===== src/rtl/ghash_msg_feeder_if.sv =====
// Bundles the block stream from the GCM framing logic and the control/data
// signals that drive the GHASH core; the feeder uses the slave modport.
interface ghash_msg_feeder_if #(
    parameter int NB_BLOCK            = 128,
    parameter int NB_N_MESSAGES       = 10,
    parameter int LOG2_BLOCK_PROC_PAR = 2
);
    localparam int BLOCK_PROC_PAR = 1 << LOG2_BLOCK_PROC_PAR;

    logic                               i_start;
    logic [NB_N_MESSAGES:0]             i_rf_n_messages;
    logic [NB_BLOCK-1:0]                i_block;
    logic                               i_block_valid;
    logic                               i_block_last;
    logic                               o_block_ready;
    logic                               i_hash_done;
    logic [BLOCK_PROC_PAR*NB_BLOCK-1:0] o_data_x;
    logic                               o_valid;
    logic [NB_N_MESSAGES-1:0]           o_msg_count;
    logic [NB_N_MESSAGES:0]             o_n_messages;
    logic [LOG2_BLOCK_PROC_PAR-1:0]     o_msg_bubbles;
    logic                               o_skip_bus;
    logic                               o_busy;
    logic                               o_len_error;

    modport slave (
        input  i_start, i_rf_n_messages, i_block, i_block_valid, i_block_last, i_hash_done,
        output o_block_ready, o_data_x, o_valid, o_msg_count, o_n_messages,
               o_msg_bubbles, o_skip_bus, o_busy, o_len_error
    );

    modport master (
        output i_start, i_rf_n_messages, i_block, i_block_valid, i_block_last, i_hash_done,
        input  o_block_ready, o_data_x, o_valid, o_msg_count, o_n_messages,
               o_msg_bubbles, o_skip_bus, o_busy, o_len_error
    );
endinterface


===== src/rtl/ghash_msg_feeder.sv =====
// Packs 128-bit GHASH blocks into 4-lane words with leading zero bubbles and
// drives the GHASH core control. Optional macro: GHASH_FEEDER_LEN_CHECK_EN.
module ghash_msg_feeder #(
    parameter int NB_BLOCK            = 128,
    parameter int NB_N_MESSAGES       = 10,
    parameter int LOG2_BLOCK_PROC_PAR = 2
) (
    input  logic                i_clock,
    input  logic                i_reset,
    ghash_msg_feeder_if.slave   io_feeder
);
    localparam int BLOCK_PROC_PAR = 1 << LOG2_BLOCK_PROC_PAR;
    localparam int NB_WORD        = BLOCK_PROC_PAR * NB_BLOCK;

    localparam logic [1:0] ST_IDLE      = 2'd0;
    localparam logic [1:0] ST_FILL      = 2'd1;
    localparam logic [1:0] ST_WAIT_DONE = 2'd2;

    localparam logic [LOG2_BLOCK_PROC_PAR-1:0] PTR_LAST = '1;
    localparam logic [NB_N_MESSAGES-1:0]       MSG_STEP = NB_N_MESSAGES'(BLOCK_PROC_PAR);

    logic [1:0]                     r_state;
    logic [NB_N_MESSAGES:0]         r_n;
    logic [NB_N_MESSAGES:0]         r_cnt;
    logic [LOG2_BLOCK_PROC_PAR-1:0] r_ptr;
    logic [LOG2_BLOCK_PROC_PAR-1:0] r_bubbles;
    logic [NB_BLOCK-1:0]            r_lane [BLOCK_PROC_PAR];
    logic [NB_WORD-1:0]             r_data_x;
    logic                           r_valid;
    logic                           r_skip;
    logic                           r_ready;
    logic                           r_busy;
    logic [NB_N_MESSAGES-1:0]       r_msg_count;

    logic                           w_accept;
    logic [NB_N_MESSAGES:0]         w_cnt_next;
    logic [LOG2_BLOCK_PROC_PAR-1:0] w_bubbles;
    logic [NB_WORD-1:0]             w_packed;

    assign w_accept   = (r_state == ST_FILL) && r_ready && io_feeder.i_block_valid;
    assign w_cnt_next = r_cnt + 1'b1;
    // Leading bubbles pad the frame so its last block always lands in lane 3.
    assign w_bubbles  = ~io_feeder.i_rf_n_messages[LOG2_BLOCK_PROC_PAR-1:0] + 1'b1;

    // Word as it will look once the incoming block lands in the current lane.
    genvar gi;
    generate
        for (gi = 0; gi < BLOCK_PROC_PAR; gi++) begin : g_lane
            assign w_packed[(BLOCK_PROC_PAR-gi)*NB_BLOCK-1 -: NB_BLOCK] =
                (r_ptr == LOG2_BLOCK_PROC_PAR'(gi)) ? io_feeder.i_block : r_lane[gi];
        end
    endgenerate

    always_ff @(posedge i_clock) begin
        if (i_reset) begin
            r_state     <= ST_IDLE;
            r_n         <= '0;
            r_cnt       <= '0;
            r_ptr       <= '0;
            r_bubbles   <= '0;
            r_data_x    <= '0;
            r_valid     <= 1'b0;
            r_skip      <= 1'b0;
            r_ready     <= 1'b0;
            r_busy      <= 1'b0;
            r_msg_count <= '0;
            for (int i = 0; i < BLOCK_PROC_PAR; i++) r_lane[i] <= '0;
        end else begin
            r_valid <= 1'b0;
            r_skip  <= 1'b0;
            if (r_valid) r_msg_count <= r_msg_count + MSG_STEP;

            case (r_state)
                ST_IDLE: begin
                    if (io_feeder.i_start) begin
                        r_n         <= io_feeder.i_rf_n_messages;
                        r_bubbles   <= w_bubbles;
                        r_ptr       <= w_bubbles;
                        r_cnt       <= '0;
                        r_msg_count <= '0;
                        r_busy      <= 1'b1;
                        for (int i = 0; i < BLOCK_PROC_PAR; i++) r_lane[i] <= '0;
                        if (io_feeder.i_rf_n_messages == '0) begin
                            r_data_x <= '0;
                            r_valid  <= 1'b1;
                            r_skip   <= 1'b1;
                            r_state  <= ST_WAIT_DONE;
                        end else begin
                            r_ready  <= 1'b1;
                            r_state  <= ST_FILL;
                        end
                    end
                end
                ST_FILL: begin
                    if (w_accept) begin
                        r_lane[r_ptr] <= io_feeder.i_block;
                        r_ptr         <= r_ptr + 1'b1;
                        r_cnt         <= w_cnt_next;
                        if (r_ptr == PTR_LAST) begin
                            r_data_x <= w_packed;
                            r_valid  <= 1'b1;
                        end
                        if (w_cnt_next == r_n) begin
                            r_ready <= 1'b0;
                            r_state <= ST_WAIT_DONE;
                        end
                    end
                end
                ST_WAIT_DONE: begin
                    if (io_feeder.i_hash_done) begin
                        r_state <= ST_IDLE;
                        r_busy  <= 1'b0;
                    end
                end
                default: begin
                    r_state <= ST_IDLE;
                    r_ready <= 1'b0;
                    r_busy  <= 1'b0;
                end
            endcase
        end
    end

`ifdef GHASH_FEEDER_LEN_CHECK_EN
    logic r_len_error;

    // Flags a last marker on the wrong block or a missing one on block n.
    always_ff @(posedge i_clock) begin
        if (i_reset) begin
            r_len_error <= 1'b0;
        end else if ((r_state == ST_IDLE) && io_feeder.i_start) begin
            r_len_error <= 1'b0;
        end else if (w_accept && (io_feeder.i_block_last != (w_cnt_next == r_n))) begin
            r_len_error <= 1'b1;
        end
    end

    assign io_feeder.o_len_error = r_len_error;
`else
    assign io_feeder.o_len_error = 1'b0;
`endif

    assign io_feeder.o_block_ready = r_ready;
    assign io_feeder.o_data_x      = r_data_x;
    assign io_feeder.o_valid       = r_valid;
    assign io_feeder.o_msg_count   = r_msg_count;
    assign io_feeder.o_n_messages  = r_n;
    assign io_feeder.o_msg_bubbles = r_bubbles;
    assign io_feeder.o_skip_bus    = r_skip;
    assign io_feeder.o_busy        = r_busy;
endmodule

===== src/flat_wrapper.sv =====
// flat-port wrapper written by rule: the top's interface ports become plain ports
module ghash_msg_feeder_flat 
#(
    parameter int NB_BLOCK            = 128,
    parameter int NB_N_MESSAGES       = 10,
    parameter int LOG2_BLOCK_PROC_PAR = 2
)
  (i_clock, i_reset, io_feeder_i_start, io_feeder_i_rf_n_messages, io_feeder_i_block, io_feeder_i_block_valid, io_feeder_i_block_last, io_feeder_i_hash_done, io_feeder_o_block_ready, io_feeder_o_data_x, io_feeder_o_valid, io_feeder_o_msg_count, io_feeder_o_n_messages, io_feeder_o_msg_bubbles, io_feeder_o_skip_bus, io_feeder_o_busy, io_feeder_o_len_error);
  ghash_msg_feeder_if #(.NB_BLOCK(NB_BLOCK), .NB_N_MESSAGES(NB_N_MESSAGES), .LOG2_BLOCK_PROC_PAR(LOG2_BLOCK_PROC_PAR)) io_feeder_i ();
  input  logic i_clock;
  input  logic i_reset;
  input wire logic [$bits(io_feeder_i.i_start)-1:0] io_feeder_i_start;
  input wire logic [$bits(io_feeder_i.i_rf_n_messages)-1:0] io_feeder_i_rf_n_messages;
  input wire logic [$bits(io_feeder_i.i_block)-1:0] io_feeder_i_block;
  input wire logic [$bits(io_feeder_i.i_block_valid)-1:0] io_feeder_i_block_valid;
  input wire logic [$bits(io_feeder_i.i_block_last)-1:0] io_feeder_i_block_last;
  input wire logic [$bits(io_feeder_i.i_hash_done)-1:0] io_feeder_i_hash_done;
  output wire logic [$bits(io_feeder_i.o_block_ready)-1:0] io_feeder_o_block_ready;
  output wire logic [$bits(io_feeder_i.o_data_x)-1:0] io_feeder_o_data_x;
  output wire logic [$bits(io_feeder_i.o_valid)-1:0] io_feeder_o_valid;
  output wire logic [$bits(io_feeder_i.o_msg_count)-1:0] io_feeder_o_msg_count;
  output wire logic [$bits(io_feeder_i.o_n_messages)-1:0] io_feeder_o_n_messages;
  output wire logic [$bits(io_feeder_i.o_msg_bubbles)-1:0] io_feeder_o_msg_bubbles;
  output wire logic [$bits(io_feeder_i.o_skip_bus)-1:0] io_feeder_o_skip_bus;
  output wire logic [$bits(io_feeder_i.o_busy)-1:0] io_feeder_o_busy;
  output wire logic [$bits(io_feeder_i.o_len_error)-1:0] io_feeder_o_len_error;
  assign io_feeder_i.i_start = io_feeder_i_start;
  assign io_feeder_i.i_rf_n_messages = io_feeder_i_rf_n_messages;
  assign io_feeder_i.i_block = io_feeder_i_block;
  assign io_feeder_i.i_block_valid = io_feeder_i_block_valid;
  assign io_feeder_i.i_block_last = io_feeder_i_block_last;
  assign io_feeder_i.i_hash_done = io_feeder_i_hash_done;
  assign io_feeder_o_block_ready = io_feeder_i.o_block_ready;
  assign io_feeder_o_data_x = io_feeder_i.o_data_x;
  assign io_feeder_o_valid = io_feeder_i.o_valid;
  assign io_feeder_o_msg_count = io_feeder_i.o_msg_count;
  assign io_feeder_o_n_messages = io_feeder_i.o_n_messages;
  assign io_feeder_o_msg_bubbles = io_feeder_i.o_msg_bubbles;
  assign io_feeder_o_skip_bus = io_feeder_i.o_skip_bus;
  assign io_feeder_o_busy = io_feeder_i.o_busy;
  assign io_feeder_o_len_error = io_feeder_i.o_len_error;
  ghash_msg_feeder #(.NB_BLOCK(NB_BLOCK), .NB_N_MESSAGES(NB_N_MESSAGES), .LOG2_BLOCK_PROC_PAR(LOG2_BLOCK_PROC_PAR)) u_core (.i_clock(i_clock), .i_reset(i_reset), .io_feeder(io_feeder_i));
endmodule

===== config.mk =====
export PLATFORM = sky130hd
export DESIGN_NAME = ghash_msg_feeder_flat
export DESIGN_NICKNAME = d
export VERILOG_FILES = /design/src/rtl/ghash_msg_feeder_if.sv /design/src/rtl/ghash_msg_feeder.sv /design/src/flat_wrapper.sv
export SDC_FILE = /design/constraint.sdc
export NUM_CORES = 2
export LEC_CHECK = 0
export CORE_ASPECT_RATIO = 2
export CORE_UTILIZATION = 35
export DETAILED_ROUTE_END_ITERATION = 6
export GPL_ROUTABILITY_DRIVEN = 0
export PLACE_DENSITY_LB_ADDON = 0.2
export SLEW_MARGIN = 20
export SYNTH_ARGS = -nofsm -noshare
export SYNTH_HDL_FRONTEND = slang
export SYNTH_SLANG_ARGS = --single-unit

===== constraint.sdc =====
create_clock -name i_clock -period 7.3 [get_ports i_clock]
set_input_delay 1.095 -clock i_clock [delete_from_list [all_inputs] [get_ports i_clock]]
set_output_delay 1.095 -clock i_clock [all_outputs]
set_load 0.01 [all_outputs]

==> impl_metrics.env <==
export IMPL_clk_latency_ns=0.69
export IMPL_drtIter0Drc=1581
export IMPL_fmax_ghz=0.260
export IMPL_cts_sinks=935
export IMPL_cts_tree="built"
export IMPL_critPathBufInv=2
export IMPL_vdd_ir_drop_worst_v=0.000222
export IMPL_clock_skew_final_ns=0.0274
export IMPL_synthCells=3161
export IMPL_die_area_um2=113000
export IMPL_cts_setup_buffers=0
export IMPL_wl_per_cell_um=24.1
export IMPL_grt_pass1_vias=27000
export IMPL_synth_seq_cells=935
export IMPL_yosysTopAreaCell="edfxtp_1"
export IMPL_hold_violations=0
export IMPL_power_density_nw_per_um2=227
export IMPL_clkTransAtPathRegs_ns=0.06
export IMPL_port_buffers=680
export IMPL_grtUsageTotal=0.214
export IMPL_worstMarginPinSlew_ns=1.13
export IMPL_ctsHoldBuffers=0
export IMPL_initial_core_util=0.353
export IMPL_hp_class="register to register"
export IMPL_rsz0062_at_grt="false"
export IMPL_seq_area_frac_synth=0.576
export IMPL_grt_overflow=0
export IMPL_ant_nets=0
export IMPL_via_count=27700
export IMPL_area_growth_pct=27.4
export IMPL_synthTopCellsByCount="dfxtp_1, mux2i_1, and3_1, nand3b_1, edfxtp_1"
export IMPL_layout_nets=3773
export IMPL_critical_path_cell_chain="clkdlybuf4s50_1, nor4_1, nand4b_1, o21ai_1, nand2_4, buf_12, nand3b_1, o31ai_2"
export IMPL_clock_root_buffer="clkbuf_16"
export IMPL_finalSetupViolations=0
export IMPL_crit_arrival_ns=4.39
export IMPL_synth_cell_types=52
export IMPL_required_ns=7.84
export IMPL_async_reset_ff_frac=0
export IMPL_place_area_um2=46900
export IMPL_clockBufferDepth=3
export IMPL_worst_path_max_delay_cell="nand2_4"
export IMPL_grt_pass1_wl_um=184000
export IMPL_routed_via_density=5.34
export IMPL_tns_ns=0
export IMPL_holdWs_ns=0.464
export IMPL_critPathCaptureType="register"
export IMPL_period_minus_slack_ns=3.85
export IMPL_power_mw=11.3
export IMPL_yosysWarnings=0
export IMPL_die_h_um=475
export IMPL_fin_crit_sh=0.527
export IMPL_outcome="complete, no violations"
export IMPL_yosysMostFrequentCell="dfxtp_1"
export IMPL_syn_area_per_cell_um2=12.4
export IMPL_grt_max_degree=222
export IMPL_leakage_nw=18.8
export IMPL_drc=0
export IMPL_coreArea_um2=111000
export IMPL_syn_area_um2=39200
export IMPL_firstDrtPassIters=5
export IMPL_dp_final_hpwl_um=74900
export IMPL_ys_flop_type="dfxtp_1"
export IMPL_h_tree_depth=3
export IMPL_die_x_um=239
export IMPL_cp_slowest_stage_delay_ns=0.55
export IMPL_final_area_um2=49900
export IMPL_slew_headroom=0.247
export IMPL_crit_path_max_fanout=160
export IMPL_drt_wl_total_um=125000
export IMPL_synth_area_leaders="edfxtp_1, dfxtp_1, mux2i_1"
export IMPL_synth_edff_count=384
export IMPL_slew_violations=0
export IMPL_yosysTopAreaCellShare=0.294
export IMPL_rows=173
export IMPL_crit_type="primary input to register"
export IMPL_cpLargestDelayFamily="simple AND/OR/NAND/NOR gates"
export IMPL_ios=685
export IMPL_max_cap_violations=0
export IMPL_antenna_found_initial=3
export IMPL_cts_repair_resized=0
export IMPL_cp_start_kind="primary input"
export IMPL_numCtsBuffers=89
export IMPL_drive_gt1_frac=0.0879
==> cell type report <==
| class | instances | area, um2 |
|---|---|---|
| antenna | 2 | 5.00 |
| timing repair buffer | 715 | 7310 |
| clock inverter | 30 | 249 |
| inverter | 7 | 26.3 |
| clock buffer | 137 | 2740 |
| multi-input combinational | 1873 | 15100 |
| fill | 10300 | 61200 |
| sequential | 935 | 22600 |
| tap | 1487 | 1860 |
==> cell families (layout without fill, tap and decap cells) <==
logic type / Yosys count / count (layout) / synth area share
and+or+nand+nor: 879 / 879 / 0.149
xor gates and xnor gates: 17 / 17 / 0.00380
AOI/OAI and AO/OA: 580 / 580 / 0.130
buffers and inverters: 355 / 889 / 0.0402
adders and majority gates: 7 / 7 / 0.00224
other: 1 / 5 / 0.0000957
DFF: 935 / 935 / 0.576
muxes: 387 / 387 / 0.0989
==> per-layer routing <==
metal  track usage  vias to the layer above  wire length [um]
met5             0                        -                 0
met4        0.0636                        0              2860
met3        0.0627                      136              9820
met2         0.363                      818             61300
met1         0.260                    13800             50800
li1              -                    12900                 -
==> stage by stage <==
stage	util	setup WS, ns	std cells
final	0.449	3.45	5186
after global routing	0.449	3.43	5186
after CTS	0.449	3.69	5184
after detailed placement	0.422	2.93	5017
after global placement	0.422	2.94	5017
after floorplan	-	2.23	3163
==> tightest hold or removal path, delay by kind of cell (launching register included) <==
| family | cells | cell delay, ns |
|---|---|---|
| DFF | 1 | 0.31 |
| and+or+nand+nor | 1 | 0.05 |
| AOI/OAI and AO/OA | 1 | 0.05 |
==> placed cells by master (no fill, tap or decap), types with 5 or more instances in the layout <==
cell               n
buf_4             16
a21oi_1           33
inv_1              7
nor4_1             5
mux2i_1          387
nand3b_1         385
clkbuf_1          23
clkinv_1           5
nor3_1             5
nor2_1            24
dfxtp_1          551
clkbuf_8          18
xnor2_1            8
o31ai_2          135
nand2b_1           5
clkinv_2          14
buf_12            19
a211oi_1           6
clkbuf_16         96
xor2_1             9
clkdlybuf4s50_1  679
a22o_1           128
nand2_1           35
edfxtp_1         384
o31ai_1          249
nand3_1           10
o21ai_0           10
and3_1           385
==> state kept, by name, indices dropped and copies added, names as in the netlist <==
signal and count:
u_core.io_feeder.o_block_ready 1, u_core.io_feeder.o_skip_bus 1, u_core.r_ptr 2, u_core.r_lane 384, u_core.io_feeder.o_n_messages 10, u_core.r_cnt 11
u_core.io_feeder.o_msg_bubbles 2, u_core.io_feeder.o_busy 1, u_core.r_state 2, u_core.io_feeder.o_msg_count 8, u_core.io_feeder.o_data_x 512, u_core.io_feeder.o_valid 1
==> final timing paths <==
path              cells past startpoint  slack, ns                                           start                                        endpoint
setup / recovery                      8       3.45                    io_feeder_i_rf_n_messages[5]     u_core.io_feeder.o_data_x[319]$_SDFFE_PP0P_
hold / removal                        2       0.46  u_core.io_feeder.o_msg_bubbles[1]$_SDFFE_PP0P_  u_core.io_feeder.o_msg_bubbles[1]$_SDFFE_PP0P_
setup reg to reg                      6       3.89                    u_core.r_ptr[0]$_SDFFE_PP0P_     u_core.io_feeder.o_data_x[186]$_SDFFE_PP0P_
hold reg to reg                       2       0.46  u_core.io_feeder.o_msg_bubbles[1]$_SDFFE_PP0P_  u_core.io_feeder.o_msg_bubbles[1]$_SDFFE_PP0P_
==> report_power, final <==
part	internal, mW	leakage (nW)	switching, mW
combinational	0.326	8.73	0.591
clock	2.67	1.46	2.11
sequential	5.56	8.60	0.0386
total	8.56	18.8	2.74
No activity file was read; power rests on OpenSTA's default activity.
